**config.mk**
```make
export PLATFORM = sky130hd
export DESIGN_NAME = boot_flash_streamer
export DESIGN_NICKNAME = d
export VERILOG_FILES = /design/src/rtl/boot_pkg.sv /design/src/rtl/spi_byte_engine.sv /design/src/rtl/boot_flash_streamer.sv
export SDC_FILE = /design/constraint.sdc
export NUM_CORES = 1
export LEC_CHECK = 0
export CAP_MARGIN = 20
export CORE_MARGIN = 8
export CORE_UTILIZATION = 35
export DETAILED_ROUTE_END_ITERATION = 6
export MAX_ROUTING_LAYER = met4
export PLACE_DENSITY = 0.49
export SKIP_CTS_REPAIR_TIMING = 1
export SYNTH_ARGS = -nofsm -noshare
export SYNTH_HDL_FRONTEND = slang
export SYNTH_SLANG_ARGS = --single-unit
```
**constraint.sdc**
```tcl
create_clock -name clk -period 5.8 [get_ports clk]
set_input_delay 1.16 -clock clk [delete_from_list [all_inputs] [get_ports clk]]
set_output_delay 1.16 -clock clk [all_outputs]
set_load 0.01 [all_outputs]
```
**src/rtl/boot_pkg.sv**
```systemverilog
// Shared types and constants for the boot flash streamer and its SPI byte engines.
package boot_pkg;

    localparam logic [7:0]  FLASH_CMD_READ = 8'h03;
    localparam int unsigned HDR_LEN        = 6;
    localparam int unsigned ADDR_W         = 18;

    // Top-level sequencer states; BT_LEAD is the idle lead-in after boot_SSEL falls.
    typedef enum logic [3:0] {
        IDLE,
        FL_CMD,
        FL_HDR,
        CHECK,
        BT_LEAD,
        BT_HDR,
        FL_READ,
        BT_SEND,
        FINISH
    } state_t;

    // Per-byte sub-phase: launch the engine, wait for it, then idle gap (boot link only).
    typedef enum logic [1:0] {
        PH_GO,
        PH_WAIT,
        PH_GAP
    } phase_t;

    // Assemble an 18-bit little-endian header address.
    function automatic logic [ADDR_W-1:0] hdr_addr(input logic [7:0] lo,
                                                   input logic [7:0] mid,
                                                   input logic [1:0] hi);
        return {hi, mid, lo};
    endfunction

endpackage

```
**src/rtl/spi_byte_engine.sv**
```systemverilog
// Mode-0 SPI master byte shifter: MSB first, SCK idles low, CLKDIV clk half-period.
module spi_byte_engine #(
    parameter int unsigned CLKDIV = 4
) (
    input  logic       clk,
    input  logic       reset_b,
    input  logic       start,
    input  logic [7:0] tx_byte,
    output logic       busy,
    output logic       done,
    output logic [7:0] rx_byte,
    output logic       sck,
    output logic       mosi,
    input  logic       miso
);

    localparam int unsigned    DIV_W    = (CLKDIV > 1) ? $clog2(CLKDIV) : 1;
    localparam logic [DIV_W-1:0] DIV_LAST = DIV_W'(CLKDIV - 1);

    logic [DIV_W-1:0] div_cnt;
    logic [3:0]       half_cnt;
    logic [7:0]       tx_sh;

    // Half-period timer; MOSI changes on falling edges, MISO is sampled on rising edges.
    always_ff @(posedge clk or negedge reset_b) begin
        if (!reset_b) begin
            busy     <= 1'b0;
            done     <= 1'b0;
            rx_byte  <= '0;
            sck      <= 1'b0;
            mosi     <= 1'b0;
            div_cnt  <= '0;
            half_cnt <= '0;
            tx_sh    <= '0;
        end else begin
            done <= 1'b0;
            if (!busy) begin
                if (start) begin
                    busy     <= 1'b1;
                    tx_sh    <= tx_byte;
                    mosi     <= tx_byte[7];
                    div_cnt  <= '0;
                    half_cnt <= '0;
                    sck      <= 1'b0;
                end
            end else if (div_cnt == DIV_LAST) begin
                div_cnt  <= '0;
                half_cnt <= half_cnt + 4'd1;
                if (!sck) begin
                    sck     <= 1'b1;
                    rx_byte <= {rx_byte[6:0], miso};
                end else begin
                    sck   <= 1'b0;
                    tx_sh <= {tx_sh[6:0], 1'b0};
                    mosi  <= tx_sh[6];
                end
                if (half_cnt == 4'd15) begin
                    busy <= 1'b0;
                    done <= 1'b1;
                end
            end else begin
                div_cnt <= div_cnt + DIV_W'(1);
            end
        end
    end

endmodule

```
**src/rtl/boot_flash_streamer.sv**
```systemverilog
// Reads a boot image from SPI flash, validates its header and re-sends it to the bootstrap port.
module boot_flash_streamer
    import boot_pkg::*;
#(
    parameter logic [23:0] FLASH_OFFSET = 24'h030000,
    parameter int unsigned CLKDIV       = 4,
    parameter int unsigned GAP_CLKS     = 16
) (
    input  logic clk,
    input  logic reset_b,
    input  logic start,
    output logic busy,
    output logic done,
    output logic error,
    output logic flash_SCK,
    output logic flash_SSEL,
    output logic flash_MOSI,
    input  logic flash_MISO,
    output logic boot_SCK,
    output logic boot_SSEL,
    output logic boot_MOSI
);

    localparam int unsigned    GAP_W     = 16;
    localparam logic [GAP_W-1:0] GAP_LOAD  = GAP_W'(GAP_CLKS - 1);
    localparam logic [GAP_W-1:0] HOLD_LOAD = GAP_W'(2 * CLKDIV - 1);
    localparam logic [2:0]     HDR_LAST  = 3'(HDR_LEN - 1);

    state_t state, state_next;
    phase_t phase, phase_next;

    logic [2:0]        idx, idx_next;
    logic [GAP_W-1:0]  gap_cnt, gap_next;
    logic [ADDR_W-1:0] count, count_next;
    logic [7:0]        hdr [HDR_LEN];
    logic [7:0]        data_buf;

    logic [ADDR_W-1:0] start_addr, end_addr;
    logic              hdr_bad;
    logic [7:0]        cmd_byte;

    logic       fl_start, fl_busy, fl_done;
    logic [7:0] fl_tx, fl_rx;
    logic       bt_start, bt_busy, bt_done;
    logic [7:0] bt_tx, bt_rx_unused;

    logic hdr_we, buf_we, flags_clr, done_set, err_set;

    spi_byte_engine #(.CLKDIV(CLKDIV)) u_flash_spi (
        .clk     (clk),
        .reset_b (reset_b),
        .start   (fl_start),
        .tx_byte (fl_tx),
        .busy    (fl_busy),
        .done    (fl_done),
        .rx_byte (fl_rx),
        .sck     (flash_SCK),
        .mosi    (flash_MOSI),
        .miso    (flash_MISO)
    );

    spi_byte_engine #(.CLKDIV(CLKDIV)) u_boot_spi (
        .clk     (clk),
        .reset_b (reset_b),
        .start   (bt_start),
        .tx_byte (bt_tx),
        .busy    (bt_busy),
        .done    (bt_done),
        .rx_byte (bt_rx_unused),
        .sck     (boot_SCK),
        .mosi    (boot_MOSI),
        .miso    (1'b0)
    );

    assign start_addr = hdr_addr(hdr[0], hdr[1], hdr[2][1:0]);
    assign end_addr   = hdr_addr(hdr[3], hdr[4], hdr[5][1:0]);
    assign hdr_bad    = (hdr[2][7:2] != '0) || (hdr[5][7:2] != '0) || (end_addr < start_addr);

    // READ command followed by the three flash address bytes.
    always_comb begin
        case (idx)
            3'd0:    cmd_byte = FLASH_CMD_READ;
            3'd1:    cmd_byte = FLASH_OFFSET[23:16];
            3'd2:    cmd_byte = FLASH_OFFSET[15:8];
            default: cmd_byte = FLASH_OFFSET[7:0];
        endcase
    end

    // State register.
    always_ff @(posedge clk or negedge reset_b) begin
        if (!reset_b) state <= IDLE;
        else          state <= state_next;
    end

    // Next-state, engine launches and datapath strobes.
    always_comb begin
        state_next = state;
        phase_next = phase;
        idx_next   = idx;
        gap_next   = gap_cnt;
        count_next = count;
        fl_start   = 1'b0;
        bt_start   = 1'b0;
        fl_tx      = (state == FL_CMD) ? cmd_byte : 8'h00;
        bt_tx      = (state == BT_SEND) ? data_buf : hdr[idx];
        hdr_we     = 1'b0;
        buf_we     = 1'b0;
        flags_clr  = 1'b0;
        done_set   = 1'b0;
        err_set    = 1'b0;

        case (state)
            IDLE: begin
                if (start) begin
                    state_next = FL_CMD;
                    phase_next = PH_GO;
                    idx_next   = '0;
                    flags_clr  = 1'b1;
                end
            end

            FL_CMD, FL_HDR: begin
                case (phase)
                    PH_GO: begin
                        if (!fl_busy) begin
                            fl_start   = 1'b1;
                            phase_next = PH_WAIT;
                        end
                    end
                    PH_WAIT: begin
                        if (fl_done) begin
                            phase_next = PH_GO;
                            if (state == FL_CMD) begin
                                if (idx == 3'd3) begin
                                    idx_next   = '0;
                                    state_next = FL_HDR;
                                end else begin
                                    idx_next = idx + 3'd1;
                                end
                            end else begin
                                hdr_we = 1'b1;
                                if (idx == HDR_LAST) begin
                                    idx_next   = '0;
                                    state_next = CHECK;
                                end else begin
                                    idx_next = idx + 3'd1;
                                end
                            end
                        end
                    end
                    default: phase_next = PH_GO;
                endcase
            end

            CHECK: begin
                if (hdr_bad) begin
                    err_set    = 1'b1;
                    state_next = IDLE;
                end else begin
                    count_next = end_addr - start_addr;
                    gap_next   = GAP_LOAD;
                    state_next = BT_LEAD;
                end
            end

            BT_LEAD: begin
                if (gap_cnt == '0) begin
                    state_next = BT_HDR;
                    phase_next = PH_GO;
                    idx_next   = '0;
                end else begin
                    gap_next = gap_cnt - GAP_W'(1);
                end
            end

            BT_HDR, BT_SEND: begin
                case (phase)
                    PH_GO: begin
                        if (!bt_busy) begin
                            bt_start   = 1'b1;
                            phase_next = PH_WAIT;
                        end
                    end
                    PH_WAIT: begin
                        if (bt_done) begin
                            phase_next = PH_GAP;
                            gap_next   = GAP_LOAD;
                        end
                    end
                    default: begin
                        if (gap_cnt != '0) begin
                            gap_next = gap_cnt - GAP_W'(1);
                        end else if (state == BT_HDR) begin
                            phase_next = PH_GO;
                            if (idx == HDR_LAST) begin
                                state_next = FL_READ;
                            end else begin
                                idx_next = idx + 3'd1;
                            end
                        end else if (count == '0) begin
                            state_next = FINISH;
                            gap_next   = HOLD_LOAD;
                        end else begin
                            count_next = count - ADDR_W'(1);
                            state_next = FL_READ;
                            phase_next = PH_GO;
                        end
                    end
                endcase
            end

            FL_READ: begin
                case (phase)
                    PH_GO: begin
                        if (!fl_busy) begin
                            fl_start   = 1'b1;
                            phase_next = PH_WAIT;
                        end
                    end
                    PH_WAIT: begin
                        if (fl_done) begin
                            buf_we     = 1'b1;
                            state_next = BT_SEND;
                            phase_next = PH_GO;
                        end
                    end
                    default: phase_next = PH_GO;
                endcase
            end

            FINISH: begin
                if (gap_cnt == '0) begin
                    done_set   = 1'b1;
                    state_next = IDLE;
                end else begin
                    gap_next = gap_cnt - GAP_W'(1);
                end
            end

            default: state_next = IDLE;
        endcase
    end

    // Datapath registers, sticky flags and registered chip selects (decoded from the next state).
    always_ff @(posedge clk or negedge reset_b) begin
        if (!reset_b) begin
            phase      <= PH_GO;
            idx        <= '0;
            gap_cnt    <= '0;
            count      <= '0;
            data_buf   <= '0;
            for (int unsigned i = 0; i < HDR_LEN; i++) hdr[i] <= '0;
            busy       <= 1'b0;
            done       <= 1'b0;
            error      <= 1'b0;
            flash_SSEL <= 1'b1;
            boot_SSEL  <= 1'b1;
        end else begin
            phase   <= phase_next;
            idx     <= idx_next;
            gap_cnt <= gap_next;
            count   <= count_next;
            if (hdr_we) hdr[idx] <= fl_rx;
            if (buf_we) data_buf <= fl_rx;
            if (flags_clr) begin
                done  <= 1'b0;
                error <= 1'b0;
            end
            if (done_set) done <= 1'b1;
            if (err_set)  error <= 1'b1;
            busy       <= (state_next != IDLE);
            flash_SSEL <= !(state_next inside {FL_CMD, FL_HDR, CHECK, BT_LEAD, BT_HDR, FL_READ, BT_SEND});
            boot_SSEL  <= !(state_next inside {BT_LEAD, BT_HDR, FL_READ, BT_SEND});
        end
    end

endmodule
```
==> Word-level counts from Yosys, hierarchy flattened <==
Cells that the tools add are included.
{ "totals": {"output_inout_bits": 9, "regBits": 146, "elab_cells": 268, "input_bits": 4} }
{ "classes": {"eq_ne": 48, "n_bitwise": 2, "order_cmp": 3, "muxes": 136, "n_reduce_logical": 39, "addsub": 8} }
{ "op_table": {"columns": ["cell", "count"], "rows": [
  ["two-way mux 16 bit", 6],
  ["two-way mux 18 bit", 5],
  ["two-way mux 4 bit", 21],
  ["two-way mux 7 bit", 8],
  ["two-way mux 1 bit", 52],
  ["bitwise mux 48 bit", 1],
  ["case mux 16 bit (3 select lines)", 1],
  ["two-way mux 3 bit", 12],
  ["case mux 18 bit (2 select lines)", 1],
  ["two-way mux 2 bit", 17],
  ["equality test 4 x 3 -> 1 bit (second input constant)", 8],
  ["two-way mux 8 bit", 4],
  ["!= test 2 bit (second input constant)", 16],
  ["case mux 16 bit (2 select lines)", 1],
  ["case mux 4 bit (7 select lines)", 1],
  ["binary-select mux 8 bit (select 3 bit)", 1],
  ["demux 8 bit (select 3 bit)", 1],
  ["logical NOT 18 bit", 1],
  ["< comparator 18 bit", 1],
  ["AND reduction 9 bit", 2],
  ["subtractor 18 x 1 -> 18 bit (second input constant)", 1],
  ["subtractor 18 bit", 1],
  ["equality test 4 x 2 -> 1 bit (second input constant)", 4],
  ["logical NOT 16 bit", 1],
  ["41 further kinds", 69]
]} }

==> Depth between registers and ports, before layout <==
Gate-level depths: netlist of the first run.
{ "depth": {"word_depth": 9, "ltp_mapped": 12, "ltp_nobuf": 10} }

==> Hierarchy <==
From an unflattened synthesis of the first run, not the netlist that was laid out.
{ "unflattened": {"hier_cells": 903, "area_unflattened_um2": 8917.3} }
{ "by_module_without_submodules": {"columns": ["mod", "cells_per_inst", "area_per_inst_um2", "seq_area_each_um2", "n_inst"], "rows": [
  ["boot_flash_streamer", 741, 6622.6, 2605.0, 1],
  ["spi_byte_engine", 81, 1147.4, 625.6, 2]
]} }

==> Least setup slack after synthesis of the first run <==
Ideal clock, no wire load.
{ "synth_path": {"kind": "register to register", "startpoint": "reg hdr[40] (netlist bit)", "endpoint": "reg gap_cnt[14]", "t_arrival_ns": 2.900, "stages_incl_launch_ff": 12, "path_slack_ns": 2.790, "setup_ns": 0.110, "required_time_ns": 5.690, "path_buffers": 2, "synth_period_minus_slack_ns": 3.010, "path_cell_list": "dfrtp_1 > ha_1 > fa_1 > nor2b_1 > o21ai_0 > o21ai_1 > a211oi_1 > o21a_1 > clkbuf_1 > or3_1 > buf_2 > o41ai_1"} }
{ "synth_between": {"elab_chain_len": 4} }
{ "synth_lines": {"columns": ["element", "line", "source"], "rows": [
  ["start, declared", "boot_flash_streamer.sv:35", "logic [7:0] hdr [HDR_LEN];"],
  ["start signal, assigned by index", "boot_flash_streamer.sv:263", "if (hdr_we) hdr[idx] <= fl_rx;"],
  ["< comparator 18 bit", "boot_flash_streamer.sv:77", "assign hdr_bad = (hdr[2][7:2] != '0) || (hdr[5][7:2] != '0) || (end_addr < start_addr);"],
  ["logical OR 1 bit", "boot_flash_streamer.sv:77", null],
  ["!= test 2 bit (no line)", null, null],
  ["AND reduction 7 bit (no line)", null, null],
  ["end signal, assigned", "boot_flash_streamer.sv:261", "gap_cnt <= gap_next;"],
  ["end, declared", "boot_flash_streamer.sv:33", "logic [GAP_W-1:0] gap_cnt, gap_next;"]
]} }
No other way between the ends.
A chain may end at the register's enable or synchronous reset.

==> Final worst setup path of the first run <==
{ "layout_path": {"startpoint": "reg hdr[40] (netlist bit)", "endpoint": "reg gap_cnt[5]"} }
The elaborated chain is that of the path after synthesis.

==> results.toml, run 1 <==
[status]
status = "finished, final reports clean"

[grt]
track_usage_pct = 16.1
grt_overflow = 0
grt_start_max_net_pins = 80
grt_pass1_wl_um = 36200
antenna_found_initial = 0
grt_pass1_vias = 6476

[place]
dpl.hpwl_um = 15400
place_ws_ns = 2.14
place.gp.congestion = 0.865
port_buffers = 12

[drt]
highest_layer = "met4"
met1_length_um = 11300
routedWlPerCell_um = 17.5
drtAntennaViolNets = 0
remaining_drc_errors = 0
first_pass_iters = 5
drt_wl_total_um = 22100
wl_met3_um = 741
vias = 6769
via_per_inst = 5.38
wl_met2_um = 9860
first_iter_violations = 482

[clocking]
tritoncts.num_buffers = 17
htree_levels = 4
cts_tree = "yes"
clk_pin_slew_ns = 0.07
cts-root-buf = "clkbuf_16"
cts.sinks = 146
clockBufferDepth = 2
insertion_delay_ns = 0.43

[timing]
setup_viol = 0
fin_tns_setup_ns = 0
fin_ws_ns = 2.18
hold_ws_ns = 0.478
max_slew_margin_pct = 30.6
min_period_over_period_pct = 62.4
skew_ns = 0.0122
max_freq_ghz = 0.276
tightest_slew_ns = 1.04
fin_crit_ns = 3.62
report.final.hold_viol_count = 0
drv_slew = 0
rsz0062_at_grt = "false"

[floorplanning]
fp.dieH_um = 172
num_rows = 57
start_util_pct = 35.2
core-area_sq_um = 24100
die_w_um = 172
dieArea_sq_um = 29500
io_pins = 13

[pwr]
p_per_area_nw_per_um2 = 373
leakagePower_uw = 0.00413
vdd_drop_max_v = 0.000211

[yosys]
synth-main-ff-cell = "dfrtp_1"
yosysWarnings = 0
synth_most_common_cell = "dfrtp_1"
mappedNetlistArea_sq_um = 8500
ys_seq_elements = 146
synth_cell_type_count = 67
synth_top_area_share_pct = 42.4
syn_nets = 970
synthTopCellsByCount = "dfrtp_1 (144), nand2_1 (104), nor2_1 (94), o21ai_0 (85), a21oi_1 (59)"
netlist_top_cells_area = "dfrtp_1 (42%), mux2_2 (7.4%), o21ai_0 (5.0%)"
avgSynthCellArea_sq_um = 9.08
synthCells = 936
synth-async-reset-ratio_pct = 100
yosysTopAreaCell = "dfrtp_1"
synth-edff-count = 0
seq_area_frac_synth_pct = 43.0

[worst_setup_path]
worst-r2r-cell-count = 9
worst_setup_path_end_kind = "flip-flop"
critical_path_required_ns = 6.12
cp_max_fo = 19
path_class = "flip-flop to flip-flop"
start_kind = "flip-flop"
arrival_ns = 3.95

[layout]
post-route-util_pct = 39.2
nNetsFinal = 956
area_delta_synth_final_pct = 11.2
diodes = 0
layout-drive-gt1-share_pct = 12.0

[run]
cap_violations = 0

[hold_path]
hold_depth = 2
hold_path.class = "flip-flop to flip-flop"
logic make-up after synthesis:
family	after synthesis	share of synthesized area, %
AOI/OAI and AO/OA	257	18.8
DFF	146	43.0
muxes	71	9.48
and+or+nand+nor	328	18.3
xor gates and xnor gates	18	1.86
buffers and inverters	86	4.11
adders and majority gates	30	4.51
power breakdown:
group | leakage, uW | internal, uW | switching [uW]
clock | 0.000286 | 578 | 522
sequential | 0.00197 | 1180 | 237
combinational | 0.00188 | 396 | 615
cell usage in the layout (no fill, tap or decap), types with 6 or more instances in the layout:
cell | synthesis | layout
a211oi_1 | 8 | 8
a21o_1 | 6 | 6
a21oi_1 | 59 | 59
a22oi_1 | 6 | 6
a31oi_1 | 9 | 9
and3_1 | 11 | 11
buf_4 | 0 | 9
clkbuf_16 | 0 | 17
clkdlybuf4s50_1 | 0 | 11
dfrtp_1 | 144 | 144
ha_1 | 29 | 29
inv_1 | 31 | 31
inv_8 | 0 | 6
mux2_2 | 56 | 56
mux2i_1 | 13 | 13
nand2_1 | 104 | 104
nand2b_1 | 8 | 8
nand3_1 | 15 | 15
nand4_1 | 9 | 9
nor2_1 | 94 | 94
nor2b_1 | 10 | 10
nor3_1 | 22 | 22
nor3b_1 | 8 | 8
nor4_1 | 15 | 15
o211ai_1 | 11 | 11
o21a_1 | 9 | 9
o21ai_0 | 85 | 85
o22ai_1 | 7 | 7
o31ai_1 | 22 | 22
o41ai_1 | 7 | 7
or3_1 | 12 | 12
xnor2_1 | 8 | 8
xor2_1 | 10 | 10
final timing paths:
| kind | start | endpoint | slack, ns |
|---|---|---|---|
| worst min register to register | u_flash_spi.tx_sh[3]$_DFFE_PN0P_ | u_flash_spi.tx_sh[4]$_DFFE_PN0P_ | 0.48 |
| max in group asynchronous | reset_b | hdr[32]$_DFFE_PN0P_ | 3.93 |
| worst max-delay path | hdr[40]$_DFFE_PN0P_ | gap_cnt[5]$_DFFE_PN0P_ | 2.18 |
| worst max register to register | hdr[40]$_DFFE_PN0P_ | gap_cnt[5]$_DFFE_PN0P_ | 2.18 |
| min in group asynchronous | reset_b | count[7]$_DFFE_PN0P_ | 0.76 |
| worst min-delay path | u_flash_spi.tx_sh[3]$_DFFE_PN0P_ | u_flash_spi.tx_sh[4]$_DFFE_PN0P_ | 0.48 |
final cells by class:
type	count	area, sq um
flip-flops and latches	146	3660
inverters	32	120
clock buffers	17	425
repair buffers	21	189
multi-input cells	704	4490
well taps	324	405
clock inverters	15	160
fillers	2499	14700
critical path, cell delays in order (launching register included):
cell and delay, ns:
dfrtp_1 0.40, ha_1 0.22, fa_1 0.40, nor2b_1 0.12, o21ai_0 0.13, o21ai_1 0.43, a211oi_1 0.25, o21a_1 0.49
or3_1 0.69, o41ai_1 0.38
flip-flops by register name, indices dropped and copies added, names as in the netlist, 2 cells and up:
signal,count
u_flash_spi.half_cnt,4
hdr,30
phase,2
u_flash_spi.tx_sh,7
gap_cnt,16
data_buf,8
idx,3
count,18
end_addr,18
u_flash_spi.div_cnt,2
u_boot_spi.half_cnt,4
state,4
u_boot_spi.div_cnt,2
u_flash_spi.rx_byte,8
u_boot_spi.tx_sh,7
per-stage QoR:
| stage | total power [uW] | instance area, sq um | std cells |
|---|---|---|---|
| 4_1_cts | 3570 | 9450 | 1259 |
| 6_report | 3530 | 9450 | 1259 |
| 5_1_grt | 3780 | 9450 | 1259 |
| 2_1_floorplan | 2130 | 8500 | 936 |
| 3_3_place_gp | 2440 | 8860 | 1227 |
| 3_5_place_dp | 2450 | 8860 | 1227 |
layer usage:
metal	vias to the layer above	track usage (%)
li1	3345	-
met1	3283	22.5
met2	126	23.9
met3	15	2.64
met4	0	3.71
met5	-	-
Power figures use the tool's default switching activity.
==> run 2: changes to the inputs <==
- clock period: 5.8 -> 3.35 ns (I/O delays scaled with it)
==> run 2 against run 1 <==
Power grew 73%. First-iteration DRC count increased by 14%. Sequential power up 69%. Global-route usage is 0.16 points higher. Maximum frequency increased by 20%. Die area stayed put. Largest cell class unchanged. Highest routed layer unchanged.
==> results.toml, run 2 (synthesized netlist as in run 1, its figures left out) <==
[layout]
post-route-util_pct = 39.8
top_register = "hdr"
layout_commonest_cell = "dfrtp_1"
largest_reg_flops = 30
layout-drive-gt1-share_pct = 13.7
final_cell_mix = "dfrtp_1 (144), nand2_1 (104), nor2_1 (94), o21ai_0 (85), a21oi_1 (59)"
final_cells = 1279
area_delta_synth_final_pct = 12.8
nNetsFinal = 976
diodes = 0

[clocking]
clk_pin_slew_ns = 0.06
cts-root-buf = "clkbuf_16"
htree_levels = 4
clockBufferDepth = 2
insertion_delay_ns = 0.43
cts.sinks = 146
tritoncts.num_buffers = 17
cts_tree = "yes"

[timing]
fin_tns_setup_ns = 0
max_freq_ghz = 0.331
max_slew_margin_pct = 42.2
rsz0062_at_grt = "false"
tightest_slew_ns = 0.867
drv_slew = 0
setup_viol = 0
skew_ns = 0.0175
report.final.hold_viol_count = 0
fin_crit_ns = 3.02
min_period_over_period_pct = 90.1

[place]
port_buffers = 12
dpl.hpwl_um = 15800
post-place-cells = 1247
place.gp.congestion = 0.881

[drt]
remaining_drc_errors = 0
first_pass_iters = 7
vias = 6844
routedWlPerCell_um = 17.3
first_iter_violations = 549
drtAntennaViolNets = 0
drt_wl_total_um = 22200
via_per_inst = 5.35

[worst_setup_path]
cp_max_fo = 13
timing.rr.start = "hdr[40]$_DFFE_PN0P_"
worst_setup_path_end_kind = "flip-flop"
arrival_ns = 3.33
setup.worst_path.start = "hdr[40]$_DFFE_PN0P_"
start_kind = "flip-flop"
path_class = "flip-flop to flip-flop"
critical_path_required_ns = 3.66

[hold_path]
hold_path.class = "input port to async pin"

[status]
status = "finished, final reports clean"

[floorplanning]
die_w_um = 172
num_rows = 57
dieArea_sq_um = 29500
start_util_pct = 35.2
core-area_sq_um = 24100
fp.dieH_um = 172
io_pins = 13

[pwr]
p_per_area_nw_per_um2 = 638
vdd_drop_max_v = 0.000307
leakagePower_uw = 0.00422

[grt]
track_usage_pct = 16.2
grt_overflow = 0
grt_pass1_vias = 6573
grt_pass1_wl_um = 36700
antenna_found_initial = 0
grt_start_max_net_pins = 91

[run]
cap_violations = 0
[run 2: cell count changes in the layout (fill, tap and decap cells not counted), sizes merged]
cell | before | now
clkinv | 5 | 2
clkinvlp | 1 | 2
buf | 10 | 30
clkbuf | 17 | 19
[run 2: through the flow]
stage	hold WS (ns)	area [sq um]	total power (uW)	setup slack [ns]
6_report	0.193	9580	6110	0.331
5_1_grt	0.228	9580	6550	0.0252
4_1_cts	0.210	9580	6170	0.300
3_5_place_dp	0.469	9020	4320	0.297
3_3_place_gp	0.461	9020	4310	0.336
2_1_floorplan	0.374	8500	3680	0.340
[run 2: worst max-delay path: stages (launching register included)]
cell and delay, ns:
dfrtp_1 0.41, ha_1 0.23, fa_1 0.40, nor2b_1 0.13
o21ai_0 0.14, o21ai_1 0.22, a211oi_1 0.15, o21a_1 0.25
or3_1 0.61, o41ai_1 0.37
[run 2: where the power goes]
group | leakage, uW | switching (uW) | internal (uW) | total [uW]
clock network | 0.000272 | 834 | 996 | 1830
registers | 0.00197 | 355 | 2040 | 2400
logic | 0.00198 | 1140 | 745 | 1880
[run 2: cell type report]
cell class	instances	area [sq um]
Timing Repair Buffer	41	352
Multi-Input combinational cell	704	4490
Clock inverter	13	115
Sequential cell	146	3660
Clock buffer	19	443
Inverter	32	120
Tap cell	324	405
Fill cell	2491	14500
[run 2: final timing paths]
path,depth (start not counted),slack (ns),endpoint
max,9,0.33,gap_cnt[11]$_DFFE_PN0P_
min,1,0.19,count[10]$_DFFE_PN0P_
max reg2reg,9,0.33,gap_cnt[11]$_DFFE_PN0P_
min reg2reg,2,0.49,u_flash_spi.tx_sh[4]$_DFFE_PN0P_
max in group asynchronous,2,2.28,end_addr[1]$_DFFE_PN0P_
min in group clk,2,0.49,u_flash_spi.tx_sh[4]$_DFFE_PN0P_
[run 2: metal layers]
layer | up-vias | GRT usage, % | routed length, um
met4 | 0 | 4.27 | 269
met2 | 108 | 24.1 | 9960
met1 | 3329 | 22.7 | 11400
met5 | - | - | 0
met3 | 19 | 2.57 | 583
li1 | 3388 | - | -
==> run 3: changes to the inputs <==
- ABC_AREA: not set -> 1
==> run 3 against run 2 <==
Non-clock buffer count is 22 lower. Area after synthesis rose by 5.0%. Largest power group is now the clock network. Global-route usage is 0.78 points higher. Largest cell class unchanged. Critical path type unchanged. Die area rose by 4.5%. Highest routed layer unchanged.
==> results.toml, run 3 <==
[yosys]
seq_area_frac_synth_pct = 41.0
yosysTopAreaCell = "dfrtp_1"
synth_cell_type_count = 46
ys_seq_elements = 146
synth-edff-count = 0
synth_most_common_cell = "nand2_1"
yosysWarnings = 0
synth-main-ff-cell = "dfrtp_1"
synth-async-reset-ratio_pct = 100
syn_nets = 1285
synthCells = 1251
avgSynthCellArea_sq_um = 7.13
netlist_top_cells_area = "dfrtp_1 (40%), nand2_1 (18%), o21ai_0 (5.4%)"
synthTopCellsByCount = "nand2_1 (416), dfrtp_1 (144), inv_1 (122), nor2_1 (112), o21ai_0 (97)"
mappedNetlistArea_sq_um = 8920
synth_top_area_share_pct = 40.4

[floorplanning]
fp.dieH_um = 176
dieArea_sq_um = 30800
start_util_pct = 35.5
core-area_sq_um = 25100
io_pins = 13
num_rows = 58
die_w_um = 176

[grt]
track_usage_pct = 17.0
grt_pass1_wl_um = 41000
grt_overflow = 0
antenna_found_initial = 0
grt_pass1_vias = 7646
grt_start_max_net_pins = 50

[place]
port_buffers = 12
place.gp.congestion = 0.892
dpl.hpwl_um = 18200
placed_area_sq_um = 9380

[drt]
vias = 7933
remaining_drc_errors = 0
drtAntennaViolNets = 0
routedWlPerCell_um = 15.3
first_iter_violations = 630
drt_wl_total_um = 24600
via_per_inst = 4.94
first_pass_iters = 7

[layout]
largest_reg_flops = 30
post-route-util_pct = 39.8
nFillCells = 2732
design_area_sq_um = 10000
diodes = 0
regArea_sq_um = 3660
final_cell_mix = "nand2_1 (416), dfrtp_1 (144), inv_1 (122), nor2_1 (112), o21ai_0 (97)"
top_register = "hdr"
multi_input_area_sq_um = 4620
nNetsFinal = 1296
area_delta_synth_final_pct = 12.1
layout_commonest_cell = "nand2_1"
layout-drive-gt1-share_pct = 6.75

[timing]
drv_slew = 0
min_period_over_period_pct = 79.1
tightest_slew_ns = 0.912
max_freq_ghz = 0.377
hold_ws_ns = 0.181
setup_viol = 0
fin_crit_ns = 2.65
report.final.hold_viol_count = 0
rsz0062_at_grt = "false"
max_slew_margin_pct = 38.8
fin_tns_setup_ns = 0
skew_ns = 0.0144

[clocking]
tritoncts.num_buffers = 17
insertion_delay_ns = 0.43
cts_tree = "yes"
cts-root-buf = "clkbuf_16"
clockBufferDepth = 2
clk_pin_slew_ns = 0.07
htree_levels = 4
cts.sinks = 146

[worst_setup_path]
critPathSlowestCell = "nand2_1"
path_cells = "inv_1 > ha_1 > nand2_2 > nor2_2 > nand2_2 > o21ai_2 > nand3_2 > inv_1 > nand2_1 > nand2_1 > o21ai_1"
path_class = "flip-flop to flip-flop"
cp_slowest_stage_delay_ns = 0.42
cp_max_fo = 20
start_kind = "flip-flop"
arrival_ns = 2.93
timing.rr.start = "gap_cnt[0]$_DFFE_PN0P_"
critical_path_required_ns = 3.63
worst-r2r-cell-count = 11
worst_setup_path_end_kind = "flip-flop"
r2r-end = "count[1]$_DFFE_PN0P_"
r2r_setup_slack_ns = 0.70

[pwr]
totalPowerFinal_uw = 3880
vdd_drop_max_v = 0.000258
p_per_area_nw_per_um2 = 388
leakagePower_uw = 0.00513

[hold_path]
hold_path.class = "input port to async pin"

[status]
status = "finished, final reports clean"

[run]
cap_violations = 0
## run 3: area by class of cell
| cell class | count | share of cell area, % |
|---|---|---|
| multi-input cells | 944 | 46.2 |
| flip-flops and latches | 146 | 36.5 |
| inverters | 134 | 5.03 |
| clock buffers | 18 | 4.39 |
| well taps | 330 | 4.13 |
| repair buffers | 19 | 1.86 |
| clock inverters | 14 | 1.83 |
## run 3: metal layers
metal  routed length, um  global-route usage, %  up-vias
met4                 440                   5.09        0
li1                    -                      -     4066
met3                 743                   2.40       29
met1               12500                   23.5     3694
met2               10900                   25.4      144
met5                   0                      -        -
## run 3: worst max-delay path by stage
| stage | startpoint | endpoint | depth (start not counted) |
|---|---|---|---|
| after floorplan | hdr[40]$_DFFE_PN0P_ | count[4]$_DFFE_PN0P_ | 13 |
| after global placement | gap_cnt[0]$_DFFE_PN0P_ | count[1]$_DFFE_PN0P_ | 11 |
| after detailed placement | gap_cnt[0]$_DFFE_PN0P_ | count[1]$_DFFE_PN0P_ | 11 |
| after CTS | gap_cnt[0]$_DFFE_PN0P_ | count[1]$_DFFE_PN0P_ | 11 |
| after global routing | gap_cnt[0]$_DFFE_PN0P_ | count[8]$_DFFE_PN0P_ | 11 |
| final | gap_cnt[0]$_DFFE_PN0P_ | count[1]$_DFFE_PN0P_ | 11 |
## run 3: stage by stage
| stage | setup WS, ns | instances |
|---|---|---|
| after global placement | 0.796 | 1573 |
| final | 0.701 | 1605 |
| after floorplan | 1.30 | 1251 |
| after CTS | 0.724 | 1605 |
| after detailed placement | 0.752 | 1573 |
| after global routing | 0.532 | 1605 |
## run 3: cells by family (layout without fill, tap and decap cells)
logic type	Yosys count	after routing	share of synthesized area [%]
buf+inv	161	185	7.18
xor+xnor	24	24	2.36
simple gates	703	703	34.0
fa+ha+maj	30	30	4.29
compound gates	187	187	11.2
flops	146	146	41.0
## run 3: worst max-delay path, delay by kind of cell, from the launching register on
kind	cells	cell delay (ns)
AO/OA/AOI/OAI	2	0.37
buffers and inverters	2	0.16
flip-flops	1	0.41
AND/OR/NAND/NOR	6	1.31
adder cells (fa/ha/maj)	1	0.25
## run 3: where the power goes
part	switching (uW)	leakage [uW]	internal [uW]
Combinational	53.0	0.00285	9.36
Clock	889	0.000307	1160
Sequential	1.92	0.00197	1770
Total	944	0.00513	2940
